`src/rtl/block_lock_66.sv`:
```
// block_lock_66: 64b/66b sync-header block lock with internal slipping.
module block_lock_66 #(
  parameter int W         = 66,
  parameter int LOCK_CNT  = 64,
  parameter int INVLD_MAX = 16
) (
  input  logic           clk,
  input  logic           reset_n,
  input  logic           in_enable,
  input  logic           in_pop,
  input  logic [W-1:0]   in_data,
  output logic [W-3:0]   out_data,
  output logic [1:0]     out_header,
  output logic           out_pop,
  output logic           block_lock,
  output logic           sh_invalid
);
  typedef enum logic [1:0] {LOCK_INIT, TEST, SLIP} state_t;
  state_t       r_state;
  logic [W-1:0] r_prev;
  logic [6:0]   r_offset;
  logic [6:0]   r_sh_cnt;
  logic [4:0]   r_invld;
  logic         w_acc;
  logic [2*W-1:0] w_x;
  logic [W-1:0] w_blk;
  logic         w_bad;
  logic [6:0]   w_cnt;
  logic [4:0]   w_inv;
  logic         w_slip;
  logic [6:0]   w_off_nxt;
  always_comb begin
    w_acc     = in_enable & in_pop;
    w_x       = {in_data, r_prev};
    w_blk     = W'(w_x >> r_offset);
    w_bad     = w_blk[1] ~^ w_blk[0];
    w_cnt     = r_sh_cnt + 7'd1;
    w_inv     = r_invld + {4'd0, w_bad};
    // unlocked slips on any bad header; locked only once the window budget is spent
    w_slip    = block_lock ? (w_inv == 5'(INVLD_MAX)) : w_bad;
    w_off_nxt = (r_offset == 7'(W-1)) ? 7'd0 : r_offset + 7'd1;
  end
  always_ff @(posedge clk or negedge reset_n) begin
    if (!reset_n) begin
      r_state    <= LOCK_INIT;
      r_prev     <= '0;
      r_offset   <= '0;
      r_sh_cnt   <= '0;
      r_invld    <= '0;
      out_data   <= '0;
      out_header <= '0;
      out_pop    <= 1'b0;
      block_lock <= 1'b0;
      sh_invalid <= 1'b0;
    end else if (!w_acc) begin
      out_pop    <= 1'b0;
      sh_invalid <= 1'b0;
    end else begin
      r_prev <= in_data;
      if (r_state == LOCK_INIT) begin
        r_state    <= TEST;
        out_pop    <= 1'b0;
        sh_invalid <= 1'b0;
      end else begin
        r_state    <= w_slip ? SLIP : TEST;
        out_pop    <= 1'b1;
        out_data   <= w_blk[W-1:2];
        out_header <= w_blk[1:0];
        sh_invalid <= w_bad;
        if (w_slip) begin
          r_offset   <= w_off_nxt;
          r_sh_cnt   <= '0;
          r_invld    <= '0;
          block_lock <= 1'b0;
        end else if (w_cnt == 7'(LOCK_CNT)) begin
          r_sh_cnt   <= '0;
          r_invld    <= '0;
          block_lock <= 1'b1;
        end else begin
          r_sh_cnt <= w_cnt;
          r_invld  <= w_inv;
        end
      end
    end
  end
endmodule

```
`config.mk`:
```
export PLATFORM = sky130hd
export DESIGN_NAME = block_lock_66
export DESIGN_NICKNAME = d
export VERILOG_FILES = /design/src/rtl/block_lock_66.sv
export SDC_FILE = /design/constraint.sdc
export NUM_CORES = 1
export LEC_CHECK = 0
export CORE_MARGIN = 4
export CORE_UTILIZATION = 60
export CTS_CLUSTER_DIAMETER = 120
export CTS_CLUSTER_SIZE = 28
export DETAILED_ROUTE_END_ITERATION = 8
export HOLD_SLACK_MARGIN = 0.05
export PLACE_DENSITY_LB_ADDON = 0.1
export SYNTH_ARGS = -nofsm -noshare
export SYNTH_HDL_FRONTEND = slang
export SYNTH_SLANG_ARGS = --single-unit
```
`constraint.sdc`:
```
create_clock -name clk -period 8.7 [get_ports clk]
set_clock_uncertainty 0.1 [all_clocks]
set_input_delay 0.87 -clock clk [delete_from_list [all_inputs] [get_ports clk]]
set_output_delay 0.87 -clock clk [all_outputs]
set_load 0.05 [all_outputs]
```
# == Word level (Yosys, flattened, before mapping) ==
# Cells that the tools add are included.
# totals
reg_bits,156
latchBits,0
ramBits,0
rom_bits,0
out_inout_bits,69
wordCells,39
memories,0
# classes
n_addsub,3
n_mul,0
div_mod_pow,0
order_cmp,0
eq_ne,3
shift,1
muxes,14
n_bitwise,3
reduce_logical,5
# ops
cell,count
132-bit by 7-bit >> shifter with 66-bit output,1
7-bit two-way mux,3
7-bit by 1-bit adder with 7-bit output (second input constant),2
7-bit == test (second input constant),2
5-bit two-way mux,2
1-bit two-way mux,7
3-bit AND reduction,2
5-bit by 1-bit adder with 5-bit output,1
5-bit == test (second input constant),1
2-bit two-way mux,2
2-bit logical NOT,1
2-bit AND reduction,1
2-bit nonzero test,1
1-bit bitwise AND,1
1-bit NOT,1
1-bit XNOR,1

# == Logic depth before layout (Yosys ltp) ==
# Gate-level depths: netlist of the first run.
# logic_depth
word_depth,7
mapped_depth,24
ltp_nobuf,16

# == Least setup slack after synthesis of the first run ==
# Ideal clock, no wire load.
# synth_path
kind,input -> register
from,input port in_data[9]
to,register r_offset[0]
arrival_ns,5.059
setup_slack_ns,3.414
stages,19
n_path_buf,4
path_cell_list,mux4_1 mux2_2 mux2_2 mux4_2 a32o_2 xor2_1 clkbuf_1 inv_1 ha_1 and4b_1 o211ai_1 o31ai_1 and4_1 clkbuf_1 and2_1 buf_6 or2_1 buf_6 mux2_1
# synth_between
elab_chain_cells,6
# synth_rtl
item,line,text
start: declaration,11,"input logic [W-1:0] in_data,"
132-bit by 7-bit >> shifter with 66-bit output *,35,w_blk = W'(w_x >> r_offset);
1-bit XNOR *,36,w_bad = w_blk[1] ~^ w_blk[0];
5-bit by 1-bit adder with 5-bit output,38,"w_inv = r_invld + {4'd0, w_bad};"
5-bit == test,40,w_slip = block_lock ? (w_inv == 5'(INVLD_MAX)) : w_bad;
1-bit two-way mux *,40,
3-bit AND reduction (no source line) *,--,
end signal: assignment,71,r_offset <= w_off_nxt;
end: declaration,21,logic [6:0] r_offset;
# Mark *: on every way between the ends. The rest lies on a longest branch, timed or not.
# A chain may end at the register's enable or synchronous reset.

# == Worst setup path in the final report of the first run ==
# layout_path
from,register r_offset[2]
to,register r_offset[0]
# layout_between
elab_chain_cells,6
elab_cells_between_ends,8
# layout_rtl
item,line
132-bit by 7-bit >> shifter with 66-bit output,35
1-bit XNOR,36
5-bit by 1-bit adder with 5-bit output,38
5-bit == test,40
1-bit two-way mux,40
3-bit AND reduction (no source line),--
# Parallel ways exist; a longest one is shown, timed or not.

==> results by group, run 1 <==
Die
  – Core area: 25,200 um2
  – Initial Utilization: 0.611
  – IO Count: 139
  – Site Rows: 58
  – Die area: 28,300 um2
  – Die height: 168 um
  – Chip width: 168 um

Global route
  – First-pass GRT wire length: 84.2 mm
  – Number of global-route vias before repair: 13,400
  – Initial antenna violation count: 0
  – Tot GR Track Use: 0.384
  – GRT overflow: 0
  – Pin count of the biggest net entering global routing: 116

Place
  – Final HPWL from detailed placement: 40.9 mm
  – I/O Buffers: 138
  – RePlAce Congestion: 1.09
  – Area after DPL: 16,700 um2

Power
  – Max IR drop VDD: 0.286 mV
  – Clock power frac: 0.096
  – Cell internal pwr: 0.00366 W
  – Leakage power: 6.98 nW
  – Sw frac: 0.544
  – Power Density: 466 nW/um2
  – Net switching power: 0.00437 W
  – Logic pwr share: 0.745
  – Reg power frac: 0.159
  – Tot Pwr: 0.00803 W

STA
  – RSZ-0062 raised after global routing: false
  – Post-route setup TNS: 0 ps
  – Worst-Margin Slew: 1140 ps
  – Hold Violations, Final: 0
  – Rel. slew slack: 0.232
  – WHS: 380 ps
  – Fmax: 153 MHz
  – Final worst-path cycle share: 0.753
  – # setup viols final: 0
  – Slew Limit Fails: 0
  – Fin crit period: 6560 ps

Final layout
  – # fillers: 1,983
  – Layout cells sized above 1: 0.224
  – Final core utilization: 0.684
  – Final #Nets: 1,742
  – Fin area: 17,200 um2
  – P&R area growth vs syn: 12.0%
  – N_diodes: 0

Status
  – Status: completed

Clock network
  – CTS tree: yes
  – Post-CTS sizing: 0
  – H-tree levels: 4
  – Cts hold-fix bufs: 0
  – Clk slew on worst S/H paths: 80 ps
  – Post-CTS setup repair buffer count: 0
  – TritonCTS Sinks: 156
  – CTS max path bufs: 2
  – Total CTS buffers: 17
  – Worst-Skew Late Latency: 440 ps
  – Clock root buffer: clkbuf_16

Logic synthesis
  – Mapped Area: 15,400 um2
  – Syn. warnings: 0
  – Post-synth top area share: 0.254
  – Async set-or-reset flop fraction in the synthesized netlist: 1.00
  – #FFs+latches synth: 156
  – Top_reg_cell synth: dfrtp_1
  – Count of flip-flops with a built-in enable after synthesis: 0
  – Post-Synthesis Cells: 1,641
  – Cell variety after synth: 68
  – Sequential-to-total area share from yosys stat: 0.254
  – Post-synth top cells: nand2_1, mux2_2, dfrtp_1, nor2_1, o21ai_0
  – Mean Syn Cell Area: 9.38 um2
  – Synth area leaders: dfrtp_1, mux4_2, mux2_2
  – Syn Nets: 1,716
  – Largest area contributor in the netlist: dfrtp_1
  – Top-count cell post-synth: nand2_1

Worst setup path
  – CP Max Fanout: 78
  – Setup Crit Path Kind: reg -> reg
  – Crit path capture type: register
  – Max stage delay cell, worst path: dfrtp_4
  – Critical path, cell by cell: buf_12 > mux2_2 > o22ai_1 > a221oi_1 > mux2_2 > mux4_2 > a32o_2 > xor2_1 > inv_1 > ha_1 > ha_1 > o31ai_1 > and4_1 > and2_1 > or2_1 > mux2_1
  – Max stage delay on crit path: 920 ps
  – CP delay by family, top: multiplexers
  – CP required: 8920 ps
  – WP buf/inv: 2
  – CP arrival: 6780 ps
  – Crit start category: register

Route
  – Avg WL per Cell: 27.4 um
  – Antenna violation net count after detailed routing: 0
  – Via count: 14,400
  – Met3 WL: 7.02 mm
  – Met2 wire len: 23.1 mm
  – Final wirelength: 55.1 mm
  – Top Layer Used: met4
  – Drt pass-1 iters: 6
  – Via density: 7.17
  – Iter 0 DRT Violations: 2,241
  – WL met1: 22.4 mm
  – Detailed-route DRC error count: 0

Run
  – Max cap viols: 0

Min path
  – HP Class: reg -> reg
==> power by group through the flow <==
stage / sequential (W) / combinational, W / clock (W)
6_report: 0.00128 / 0.00599 / 0.000768
5_1_grt: 0.00132 / 0.00629 / 0.000803
4_1_cts: 0.00127 / 0.00579 / 0.000767
3_5_place_dp: 0.00128 / 0.00576 / 0
3_3_place_gp: 0.00127 / 0.00571 / 0
2_1_floorplan: 0.00162 / 0.00373 / 0
==> cells by family (layout without fill, tap and decap cells) <==
family / Yosys count / in the layout / share of synthesized area
AO/OA/AOI/OAI: 411 / 411 / 0.164
AND/OR/NAND/NOR: 442 / 442 / 0.118
flip-flops: 156 / 156 / 0.254
XOR/XNOR: 4 / 4 / 0.00228
multiplexers: 456 / 456 / 0.406
buffers and inverters: 167 / 206 / 0.0520
adder cells (fa/ha/maj): 5 / 5 / 0.00407
==> cells in the final DEF, fill, tap and decap left out, types with 16 or more instances in the layout <==
master and instances:
clkbuf_16 17, a211oi_1 22, buf_4 20, o22ai_1 24, clkdlybuf4s50_1 137, dfrtp_1 149
nand2_1 221, mux2_2 196, o21ai_0 153, a21oi_1 90, nor2_1 153, mux2i_1 145
mux4_2 106, o221ai_1 16
==> worst min-delay path: stages, from the launching register on <==
cell,delay [ps]
dfrtp_1,340
nand2_1,40
o21ai_0,60
==> through the flow <==
| step | worst slack, ps | std cells |
|---|---|---|
| 3_3_place_gp | 2440 | 1978 |
| 2_1_floorplan | 3410 | 1641 |
| 5_1_grt | 1840 | 2010 |
| 3_5_place_dp | 2340 | 1978 |
| 6_report | 2140 | 2010 |
| 4_1_cts | 2270 | 2010 |
==> area by class of cell <==
cell class | count | area, um2 | area share
multi-input cells | 1318 | 10700 | 0.621
flip-flops and latches | 156 | 3920 | 0.227
inverters | 14 | 52.6 | 0.00305
well taps | 330 | 413 | 0.0240
clock buffers | 17 | 425 | 0.0247
repair buffers | 160 | 1570 | 0.0913
clock inverters | 15 | 150 | 0.00871
==> sequential cells by signal, indices dropped and copies added (netlist names) <==
| signal | flops |
|---|---|
| out_header | 2 |
| r_state | 2 |
| r_invld | 5 |
| block_lock | 1 |
| out_data | 64 |
| sh_invalid | 1 |
| r_sh_cnt | 7 |
| out_pop | 1 |
| r_prev | 66 |
| r_offset | 7 |
==> metal layers <==
metal	track usage	up-vias
li1	-	6221
met1	0.567	6966
met2	0.545	1055
met3	0.0965	172
met4	0.150	0
met5	0	-
==> path summary, 6_finish.rpt <==
path | from | to | slack, ps | cells after the start
max | r_offset[2]$_DFFE_PN0P_ | r_offset[0]$_DFFE_PN0P_ | 2140 | 16
min | out_data[6]$_DFFE_PN0P_ | out_data[6]$_DFFE_PN0P_ | 380 | 2
max reg2reg | r_offset[2]$_DFFE_PN0P_ | r_offset[0]$_DFFE_PN0P_ | 2140 | 16
min reg2reg | out_data[6]$_DFFE_PN0P_ | out_data[6]$_DFFE_PN0P_ | 380 | 2
max in group asynchronous | reset_n | out_data[45]$_DFFE_PN0P_ | 6800 | 2
min in group asynchronous | reset_n | r_invld[2]$_DFFE_PN0P_ | 410 | 1
Power figures use the tool's default switching activity.
==> run 2: changes to the inputs <==
--- a/config.mk
+++ b/config.mk
@@ -6,7 +6,7 @@
 export NUM_CORES = 1
 export LEC_CHECK = 0
 export CORE_MARGIN = 4
-export CORE_UTILIZATION = 60
+export CORE_UTILIZATION = 54
 export CTS_CLUSTER_DIAMETER = 120
 export CTS_CLUSTER_SIZE = 28
 export DETAILED_ROUTE_END_ITERATION = 8
==> constraint.sdc (replaced) <==
create_clock -name clk -period 6 [get_ports clk]
set_clock_uncertainty 0.1 [all_clocks]
set_input_delay 0.6 -clock clk [delete_from_list [all_inputs] [get_ports clk]]
set_output_delay 0.6 -clock clk [all_outputs]
set_load 0.05 [all_outputs]
==> run 2 against run 1 <==
Against the previous run: sequential share of layout area shrank 0.37 points; largest power group unchanged; die area up 11%; sequential power up 44%; largest cell class unchanged; critical path type unchanged.
==> results by group, run 2 (synthesized netlist as in run 1, its figures left out) <==
Min path
  – Hold path start: out_data[27]$_DFFE_PN0P_
  – HP Class: reg -> reg
  – Hold Crit Depth: 2 (unchanged)

Place
  – Pre-CTS setup slack: 361 ps (-1980 ps)
  – Final HPWL from detailed placement: 42.3 mm (+3.3%)
  – RePlAce Congestion: 1.05 (-3.7%)
  – I/O Buffers: 138 (unchanged)

Clock network
  – Clock root buffer: clkbuf_16
  – TritonCTS Sinks: 156 (unchanged)
  – CTS max path bufs: 2 (unchanged)
  – Clk slew on worst S/H paths: 80 ps (about the same)
  – Post-CTS setup repair buffer count: 0 (unchanged)
  – Cts hold-fix bufs: 1 (+1)
  – Total CTS buffers: 17 (unchanged)
  – Worst-Skew Late Latency: 440 ps (about the same)
  – CTS tree: yes
  – H-tree levels: 4 (unchanged)
  – Post-CTS sizing: 0 (unchanged)

Global route
  – Grt met3 use: 0.0758 (-0.0207)
  – First-pass GRT wire length: 84.1 mm (-0.18%)
  – Met2 Resource Use GR: 0.521 (-0.0243)
  – Number of global-route vias before repair: 13,000 (-2.9%)
  – GRT overflow: 0 (unchanged)
  – GRT Max-Usage Layer: met1
  – Pin count of the biggest net entering global routing: 118 (+1.7%)
  – Tot GR Track Use: 0.352 (-0.0316)
  – Initial antenna violation count: 0 (unchanged)
  – Met1 Use GR: 0.530 (-0.0365)

Route
  – Avg WL per Cell: 26.6 um (-3.0%)
  – Drt pass-1 iters: 6 (unchanged)
  – Final wirelength: 55.4 mm (+0.62%)
  – Detailed-route DRC error count: 0 (unchanged)
  – Via density: 6.81 (-5.1%)
  – Antenna violation net count after detailed routing: 0 (unchanged)
  – Iter 0 DRT Violations: 1,798 (-20%)
  – Via count: 14,200 (-1.6%)

Final layout
  – Most common cell after layout, fill and taps aside: nand2_1
  – Final #Nets: 1,768 (+1.5%)
  – Max reg flops: 66 (unchanged)
  – # fillers: 2,423 (+22%)
  – Layout cells sized above 1: 0.236 (+0.0112)
  – N_diodes: 0 (unchanged)
  – Biggest regs: r_prev: 66 flops, out_data: 64 flops
  – Register area: 3920 um2 (unchanged)
  – P&R area growth vs syn: 13.8%
  – Commonest non-fill, non-tap cells in the layout: nand2_1, mux2_2, o21ai_0, nor2_1, dfrtp_1
  – Biggest register: r_prev
  – Multi-input gate area: 10,700 um2 (unchanged)

STA
  – Fin crit period: 5620 ps (-937 ps)
  – Fmax: 178 MHz (+17%)
  – Worst-Margin Slew: 984 ps (-155 ps)
  – Fin worst setup slack: 382 ps (-1760 ps)
  – Slew Limit Fails: 0 (unchanged)
  – Hold Violations, Final: 0 (unchanged)
  – Final worst-path cycle share: 0.936 (+0.183)
  – # setup viols final: 0 (unchanged)
  – Rel. slew slack: 0.344 (+0.111)
  – RSZ-0062 raised after global routing: false
  – Post-route setup TNS: 0 ps (unchanged)

Worst setup path
  – Critical R2R Launch: r_offset[2]$_DFFE_PN0P_
  – Crit path from: r_offset[2]$_DFFE_PN0P_
  – R2r worst-path depth: 15 (-1)
  – CP arrival: 5840 ps (-940 ps)
  – Crit start category: register
  – CP Max Fanout: 50 (-36%)
  – Crit path capture type: register
  – Setup Crit Path Kind: reg -> reg
  – CP required: 6220 ps (-2700 ps)

Power
  – Leakage power: 7.12 nW (+2.0%)
  – Power Density: 677 nW/um2 (+45%)
  – Max IR drop VDD: 0.294 mV (+2.5%)

Run
  – Max cap viols: 0 (unchanged)

Die
  – Die height: 177 um (+5.2%)
  – Initial Utilization: 0.551 (-0.0602)
  – Die area: 31,300 um2 (+11%)
  – IO Count: 139 (unchanged)
  – Core area: 27,900 um2 (+11%)
  – Chip width: 177 um (+5.2%)
  – Site Rows: 61 (+5.2%)

Status
  – Status: completed
==> run 2: changes by cell type in the layout (fill, tap and decap cells not counted), sizes merged <==
cell | previous run | this run
clkbuf | 17 | 18
buf | 23 | 48
clkinv | 6 | 5
bufinv | 0 | 1
dlygate4sd3 | 0 | 1
inv | 21 | 20
==> run 2: through the flow <==
stage          hold slack, ps  std cells  utilization  power [W]  cell area [um2]
3_5_place_dp              364       2051        0.606     0.0104            16900
4_1_cts                   381       2084        0.627     0.0116            17500
6_report                  379       2084        0.627     0.0119            17500
2_1_floorplan             204       1641            -    0.00776            15400
5_1_grt                   403       2084        0.627     0.0125            17500
3_3_place_gp              360       2051        0.606     0.0104            16900
==> run 2: area by class of cell <==
class	instances	area share
multi-input cells	1318	0.611
flip-flops and latches	156	0.224
well taps	378	0.0270
clock buffers	18	0.0251
repair buffers	186	0.102
clock inverters	14	0.00857
inverters	14	0.00300
==> run 2: power breakdown <==
part | switching, W | internal [W]
sequential | 0.000446 | 0.00139
combinational | 0.00540 | 0.00348
clock | 0.000541 | 0.000602
total | 0.00638 | 0.00548
==> run 2: path summary, 6_finish.rpt <==
check | to | slack [ps]
worst max-delay path | r_offset[0]$_DFFE_PN0P_ | 380
worst min-delay path | out_data[27]$_DFFE_PN0P_ | 380
worst max register to register | r_offset[0]$_DFFE_PN0P_ | 380
worst min register to register | out_data[27]$_DFFE_PN0P_ | 380
max in group asynchronous | r_prev[65]$_DFFE_PN0P_ | 4080
min in group asynchronous | r_sh_cnt[5]$_DFFE_PN0P_ | 550
==> run 2: layer usage <==
layer	share of wire	vias up
li1	-	6278
met2	0.43	864
met1	0.43	6934
met3	0.11	108
met5	0	-
met4	0.029	0
==> run 2: worst max-delay path, cell delays in order, from the launching register on <==
cell and delay (ps):
dfrtp_4 900, buf_4 380, mux4_1 320, mux2_2 320
mux2_2 270, mux4_2 510, a32o_2 300, xor2_1 250
inv_1 70, ha_1 230, ha_1 240, o31ai_1 260
and4_1 410, and2_1 310, or2_1 260, mux2_1 350
